[config.mk]
export PLATFORM = sky130hd
export DESIGN_NAME = alu_seq
export DESIGN_NICKNAME = d
export VERILOG_FILES = /design/src/rtl/alu_pkg.sv /design/src/rtl/alu_mul_seq.sv /design/src/rtl/alu_seq.sv
export SDC_FILE = /design/constraint.sdc
export NUM_CORES = 1
export LEC_CHECK = 0
export BUFFER_PORTS_ARGS = -buffer_cell sky130_fd_sc_hd__buf_2
export CAP_MARGIN = 20
export CORE_ASPECT_RATIO = 1.2
export CORE_UTILIZATION = 34
export CTS_CLUSTER_DIAMETER = 100
export DETAILED_ROUTE_END_ITERATION = 12
export PLACE_DENSITY_LB_ADDON = 0.08
export SLEW_MARGIN = 20
export SYNTH_ARGS = -nofsm -noshare
export SYNTH_HDL_FRONTEND = slang
export SYNTH_SLANG_ARGS = --single-unit
[constraint.sdc]
create_clock -name ICLK -period 6.8 [get_ports ICLK]
set_clock_uncertainty 0.05 [all_clocks]
set_input_delay 0.34 -clock ICLK [delete_from_list [all_inputs] [get_ports ICLK]]
set_output_delay 0.34 -clock ICLK [all_outputs]
set_load 0.05 [all_outputs]
[src/rtl/alu_pkg.sv]
// Shared opcode map, FSM state encoding and flag bundle for the sequential ALU.
package alu_pkg;

  typedef enum logic [3:0] {
    OP_NOP  = 4'd0,
    OP_ADD  = 4'd1,
    OP_SUB  = 4'd2,
    OP_NAND = 4'd3,
    OP_SHL  = 4'd4,
    OP_SHR  = 4'd5,
    OP_ASR  = 4'd6,
    OP_MUL  = 4'd7,
    OP_CMP  = 4'd8
  } opcode_e;

  typedef enum logic {
    ST_IDLE = 1'b0,
    ST_MUL  = 1'b1
  } state_e;

  typedef struct packed {
    logic z;
    logic n;
    logic c;
    logic v;
  } flags_t;

  localparam flags_t FLAGS_CLR = '0;

endpackage

[src/rtl/alu_mul_seq.sv]
// Radix-2 shift-add unsigned multiplier: one multiplier bit per cycle, W cycles
// per product. done_o marks the cycle whose edge performs the final step, and
// product_o carries the finished product during that cycle.
module alu_mul_seq #(
  parameter int W = 8
) (
  input  logic           clk_i,
  input  logic           rst_ni,
  input  logic           start_i,
  input  logic [W-1:0]   a_i,
  input  logic [W-1:0]   b_i,
  output logic           done_o,
  output logic [2*W-1:0] product_o
);

  localparam int CW = $clog2(W + 1);
  localparam logic [CW-1:0] LAST_STEP = CW'(W - 1);

  logic [W-1:0]   mcand_q;
  logic [W-1:0]   hi_q;
  logic [W-1:0]   lo_q;
  logic [CW-1:0]  cnt_q;
  logic           busy_q;
  logic [W:0]     add_ext;
  logic [2*W-1:0] step;

  // One shift-add step: conditionally add the multiplicand to the high half,
  // then shift {carry, hi, lo} right by one.
  always_comb begin
    // NOTE: every always_comb output gets a default first so no path leaves it unassigned, which would infer a latch.
    add_ext = {1'b0, hi_q};
    if (lo_q[0]) begin
      add_ext = {1'b0, hi_q} + {1'b0, mcand_q};
    end
    step = {add_ext, lo_q[W-1:1]};
  end

  assign done_o    = busy_q && (cnt_q == LAST_STEP);
  assign product_o = step;

  // Load operands on start, then iterate until W steps have been taken.
  always_ff @(posedge clk_i or negedge rst_ni) begin
    // NOTE: the partial product and counter are reset too, so an abort mid-multiply leaves no stale state behind.
    if (!rst_ni) begin
      mcand_q <= '0;
      hi_q    <= '0;
      lo_q    <= '0;
      cnt_q   <= '0;
      busy_q  <= 1'b0;
    end else if (start_i) begin
      // NOTE: sequential state uses non-blocking assignments so every register samples pre-edge values.
      mcand_q <= a_i;
      hi_q    <= '0;
      lo_q    <= b_i;
      cnt_q   <= '0;
      busy_q  <= 1'b1;
    end else if (busy_q) begin
      hi_q  <= step[2*W-1:W];
      lo_q  <= step[W-1:0];
      cnt_q <= cnt_q + CW'(1);
      if (cnt_q == LAST_STEP) begin
        busy_q <= 1'b0;
      end
    end
  end

endmodule

[src/rtl/alu_seq.sv]
// Multi-cycle ALU with valid/ready input and a one-cycle OValid result pulse.
// Single-cycle ops write their result at the accepting edge; MUL runs on the
// iterative multiplier and writes its double-width product W cycles later.
module alu_seq
  import alu_pkg::*;
#(
  parameter int W = 8
) (
  input  logic         ICLK,
  input  logic         IRSTn,
  input  logic         IValid,
  output logic         ORdy,
  input  logic [W-1:0] IRa,
  input  logic [W-1:0] IRb,
  input  logic [3:0]   IOPALU,
  output logic         OValid,
  output logic [W-1:0] OALUD,
  output logic [W-1:0] OALUH,
  output logic         OFgz,
  output logic         OFgn,
  output logic         OFgc,
  output logic         OFgv
);

  state_e         state_q;
  logic           rdy_q;
  logic           valid_q;
  logic [W-1:0]   res_q;
  logic [W-1:0]   hi_q;
  flags_t         flags_q;

  logic [W:0]     add_ext;
  logic [W:0]     sub_ext;
  logic           add_v;
  logic           sub_v;
  logic [W-1:0]   res_d;
  flags_t         flg_d;
  logic           zn_from_res;
  logic           mul_start;
  logic           mul_done;
  logic [2*W-1:0] mul_prod;
  flags_t         mul_flg;

  // Shared adder/subtractor with the carry (or borrow) in bit W.
  assign add_ext = {1'b0, IRa} + {1'b0, IRb};
  assign sub_ext = {1'b0, IRa} - {1'b0, IRb};
  assign add_v   = (IRa[W-1] == IRb[W-1]) && (add_ext[W-1] != IRa[W-1]);
  assign sub_v   = (IRa[W-1] != IRb[W-1]) && (sub_ext[W-1] != IRa[W-1]);

  // Single-cycle datapath: result and flags for every opcode except MUL.
  always_comb begin
    res_d       = '0;
    flg_d       = FLAGS_CLR;
    zn_from_res = 1'b0;
    case (IOPALU)
      OP_ADD: begin
        res_d       = add_ext[W-1:0];
        flg_d.c     = add_ext[W];
        flg_d.v     = add_v;
        zn_from_res = 1'b1;
      end
      OP_SUB: begin
        res_d       = sub_ext[W-1:0];
        flg_d.c     = sub_ext[W];
        flg_d.v     = sub_v;
        zn_from_res = 1'b1;
      end
      OP_NAND: begin
        res_d       = ~(IRa & IRb);
        zn_from_res = 1'b1;
      end
      OP_SHL: begin
        res_d       = {IRa[W-2:0], 1'b0};
        flg_d.c     = IRa[W-1];
        zn_from_res = 1'b1;
      end
      OP_SHR: begin
        res_d       = {1'b0, IRa[W-1:1]};
        flg_d.c     = IRa[0];
        zn_from_res = 1'b1;
      end
      OP_ASR: begin
        res_d       = {IRa[W-1], IRa[W-1:1]};
        flg_d.c     = IRa[0];
        zn_from_res = 1'b1;
      end
      OP_CMP: begin
        flg_d.z = (sub_ext[W-1:0] == '0);
        flg_d.n = sub_ext[W-1];
        flg_d.c = sub_ext[W];
        flg_d.v = sub_v;
      end
      default: ;  // NOP and unused opcodes: zero result, flags cleared
    endcase
    if (zn_from_res) begin
      flg_d.z = (res_d == '0);
      flg_d.n = res_d[W-1];
    end
  end

  // Flags for a finished product: Z over all 2W bits, C when the high half is in use.
  always_comb begin
    mul_flg   = FLAGS_CLR;
    mul_flg.z = (mul_prod == '0);
    mul_flg.c = (mul_prod[2*W-1:W] != '0);
  end

  // The ready output is registered and only high in IDLE, so acceptance is just IValid in IDLE.
  assign mul_start = (state_q == ST_IDLE) && IValid && (IOPALU == OP_MUL);

  alu_mul_seq #(.W(W)) u_mul (
    .clk_i     (ICLK),
    .rst_ni    (IRSTn),
    .start_i   (mul_start),
    .a_i       (IRa),
    .b_i       (IRb),
    .done_o    (mul_done),
    .product_o (mul_prod)
  );

  // Control FSM with registered ready, valid pulse and held result/flag outputs.
  always_ff @(posedge ICLK or negedge IRSTn) begin
    if (!IRSTn) begin
      state_q <= ST_IDLE;
      rdy_q   <= 1'b1;
      valid_q <= 1'b0;
      res_q   <= '0;
      hi_q    <= '0;
      flags_q <= FLAGS_CLR;
    end else begin
      valid_q <= 1'b0;
      case (state_q)
        ST_IDLE: begin
          if (IValid) begin
            if (IOPALU == OP_MUL) begin
              state_q <= ST_MUL;
              rdy_q   <= 1'b0;
            end else begin
              valid_q <= 1'b1;
              res_q   <= res_d;
              hi_q    <= '0;
              flags_q <= flg_d;
            end
          end
        end
        ST_MUL: begin
          if (mul_done) begin
            state_q <= ST_IDLE;
            rdy_q   <= 1'b1;
            valid_q <= 1'b1;
            res_q   <= mul_prod[W-1:0];
            hi_q    <= mul_prod[2*W-1:W];
            flags_q <= mul_flg;
          end
        end
        default: begin
          state_q <= ST_IDLE;
          rdy_q   <= 1'b1;
        end
      endcase
    end
  end

  assign ORdy   = rdy_q;
  assign OValid = valid_q;
  assign OALUD  = res_q;
  assign OALUH  = hi_q;
  assign OFgz   = flags_q.z;
  assign OFgn   = flags_q.n;
  assign OFgc   = flags_q.c;
  assign OFgv   = flags_q.v;

endmodule

==> impl_metrics.py <==
metrics = {
    "timing": {
        "max_slew_margin_pct": 34.9,
        "period_needed_ps": 2990,
        "worst_pin_slew_ps": 977,
        "setup_violations": 0,
        "timing.hold.ws_ps": 114,
        "fin_setup_tns_ps": 0,
        "min_period_over_period_pct": 44.0,
        "hold_viol": 0,
        "drv_slew": 0,
        "clock.fmax_ghz": 0.334,
        "rsz0062_at_grt": "false",
    },
    "clock_tree": {
        "cts_setup_buffers": 0,
        "clk_pin_slew_ps": 80,
        "htree_num_levels": 2,
        "cts_sinks": 52,
        "clockRootBuffer": "clkbuf_16",
        "postCtsResizedCells": 0,
        "hold_buffers": 0,
        "cts_buffers": 5,
        "cts_tree": "yes",
        "clock_latency_ps": 300,
        "cts_max_path_buffers": 2,
    },
    "finish": {
        "seq_area_mm2": 0.00130,
        "n_fill_cell": 1150,
        "final_cells": 629,
        "nets": 526,
        "diodes": 0,
        "final_cell_mix": "51 x dfrtp_1, 50 x nor2_1, 44 x buf_2",
        "drive_gt1_share_pct": 16.0,
        "final_common_cell": "dfrtp_1",
        "syn2layout_area_growth_pct": 12.2,
        "multi_input_area_mm2": 0.00239,
        "final_area_mm2": 0.00437,
    },
    "synth": {
        "yosys_warnings": 0,
        "synth_top_area_share_pct": 32.8,
        "ys_types": 67,
        "yosys_register_bits": 52,
        "ys.flop_type": "dfrtp_1",
        "syn_inst": 444,
        "synthSimpleGateAreaFrac_pct": 18.6,
        "synth-adder-area-share_pct": 9.89,
        "synthArstFlopShare_pct": 100,
        "synth-compound-area-share_pct": 23.1,
        "muxShareOfSynthArea_pct": 7.04,
        "yosysSeqAreaShare_pct": 33.4,
        "syn_area_mm2": 0.00389,
        "syn_nets": 496,
        "synth_top_area_cell": "dfrtp_1",
        "synth_top_family_by_area": "compound AO/OA/AOI/OAI gates",
        "syn_area_per_cell_um2": 8.77,
        "synth-xor-area-share_pct": 2.47,
        "synth-edff-count": 0,
        "synth_area_leaders": "dfrtp_1 33%, ha_1 8.4%, nor2_1 4.8%, mux2i_1 4.6%, o21ai_0 4.0%",
    },
    "drt": {
        "num_vias": 3410,
        "finalWirelength_um": 11500,
        "drtAntennaViolNets": 0,
        "drt_first_iter_violations": 172,
        "viasPerCell": 5.42,
        "avgRoutedWirePerCell_um": 18.3,
        "drcViolationCount": 0,
        "dr.pass1.iters": 4,
    },
    "die": {
        "die_w_um": 99.7,
        "start_util_pct": 35.1,
        "num_rows": 42,
        "core_area_mm2": 0.0111,
        "die_area_mm2": 0.0119,
        "num_io_pins": 45,
        "die_h_um": 119,
    },
    "power": {
        "power_per_cell_area_mw_per_mm2": 159,
        "p_leak_nw": 1.91,
        "ir_drop_mv": 0.0816,
        "power.total_uw": 693,
    },
    "critical_path": {
        "critPathTopFamily": "compound AO/OA/AOI/OAI gates",
        "rrSetupSlack_ps": 3810,
        "critical_path.most_common_cell": "a21oi_1",
        "path_buf_inv": 2,
        "reg2reg_from": "state_q",
        "rr_worst_depth": 8,
        "cp_max_fo": 20,
        "worst_ep_required_time_ps": 6970,
        "slowest_delay_ps": 770,
        "crit_chain": "inv_2 -> nand2_1 -> nor2_1 -> a21oi_1 -> inv_1 -> nand3_1 -> a21oi_1 -> nor3_1",
        "crit_slowest_cell": "a21oi_1",
        "end_kind": "flip-flop",
        "start_kind": "flip-flop",
        "critPathKind": "reg -> reg",
        "worstPathArrival_ps": 3160,
        "reg2reg_to": "OFgc",
        "startpoint": "state_q",
    },
    "placed_design": {
        "port_buffers": 44,
        "dpl.hpwl_um": 8780,
        "gp_congestion": 0.889,
        "placed_area_mm2": 0.00423,
        "dp_cells": 621,
    },
    "global_route": {
        "grtUsageTotal_pct": 20.1,
        "grt_max_degree": 53,
        "grt_overflow_total": 0,
        "grt_pass1_vias": 3381,
        "grt_pass1_wl_um": 18500,
        "antenna_found_initial": 0,
    },
    "run": {
        "drv_cap": 0,
    },
    "hold_path": {
        "hold_class": "in -> async",
    },
    "run_status": {
        "status": "complete, no violations",
    },
}
cell type report:
| cell class | instances | area share [%] |
|---|---|---|
| Timing Repair Buffer | 47 | 5.56 |
| Inverter | 27 | 2.32 |
| Multi-Input combinational cell | 341 | 54.6 |
| Sequential cell | 52 | 29.8 |
| Tap cell | 154 | 4.41 |
| Clock inverter | 2 | 0.315 |
| Clock buffer | 6 | 2.95 |
registers in the layout (all words and copies together) (netlist names), 4 cells and up:
signal and flops:
OALUH 8, u_mul.mcand_q 8, u_mul.lo_q 8, u_mul.hi_q 8, OALUD 8, u_mul.cnt_q 4
report_power, final:
part           switching, mW  internal [mW]  total [mW]  leakage (nW)
Sequential                 0          0.309       0.309         0.566
Clock                  0.123          0.138       0.261        0.0712
Combinational         0.0798         0.0441       0.124          1.28
synth_stat cells (3+ instances only):
library cell	n
o21ai_0	31
a221o_1	3
ha_1	26
and3_1	4
a221oi_1	7
nor2b_1	7
fa_1	3
nor3_1	11
a21oi_1	25
or3_1	4
mux2i_1	18
o221a_2	3
buf_2	3
o31a_1	4
xor2_1	5
clkbuf_1	16
a31oi_1	5
nand2b_1	5
nor4_1	4
nor2_1	50
o31ai_1	5
dfrtp_1	51
o22ai_1	3
mux2_2	7
a211oi_1	10
xnor2_1	6
nand3_1	5
nand2_1	34
a21o_1	5
o21a_1	3
nor3b_1	4
inv_1	26
o21bai_1	4
cells by family after synthesis:
kind of cell,after synthesis
AO/OA/AOI/OAI,131
XOR/XNOR,11
adder cells (fa/ha/maj),29
buffers and inverters,51
flip-flops,52
multiplexers,26
AND/OR/NAND/NOR,144
worst max-delay path by stage:
stage                       to  slack [ps]  cells past startpoint
final                     OFgc        3810                      8
after global routing      OFgc        3370                      8
after CTS                 OFgc        3780                      8
after detailed placement  OFgc        3780                      9
after global placement    OFgc        3780                      9
after floorplan           OFgz        4230                     11
per-layer routing:
| metal | share of wire (%) | vias to the layer above | track usage (%) |
|---|---|---|---|
| met5 | 0 | - | 0 |
| met4 | 3.0 | 0 | 8.18 |
| met3 | 2.0 | 21 | 2.05 |
| met2 | 51 | 58 | 35.0 |
| met1 | 44 | 1659 | 25.1 |
| li1 | - | 1672 | - |
metrics by stage:
stage	setup WS [ps]	util, %
after global routing	3370	39.4
final	3810	39.4
after global placement	3780	38.1
after CTS	3780	39.4
after detailed placement	3780	38.1
after floorplan	4230	-
Note: power is estimated with default switching activity, not from simulation.
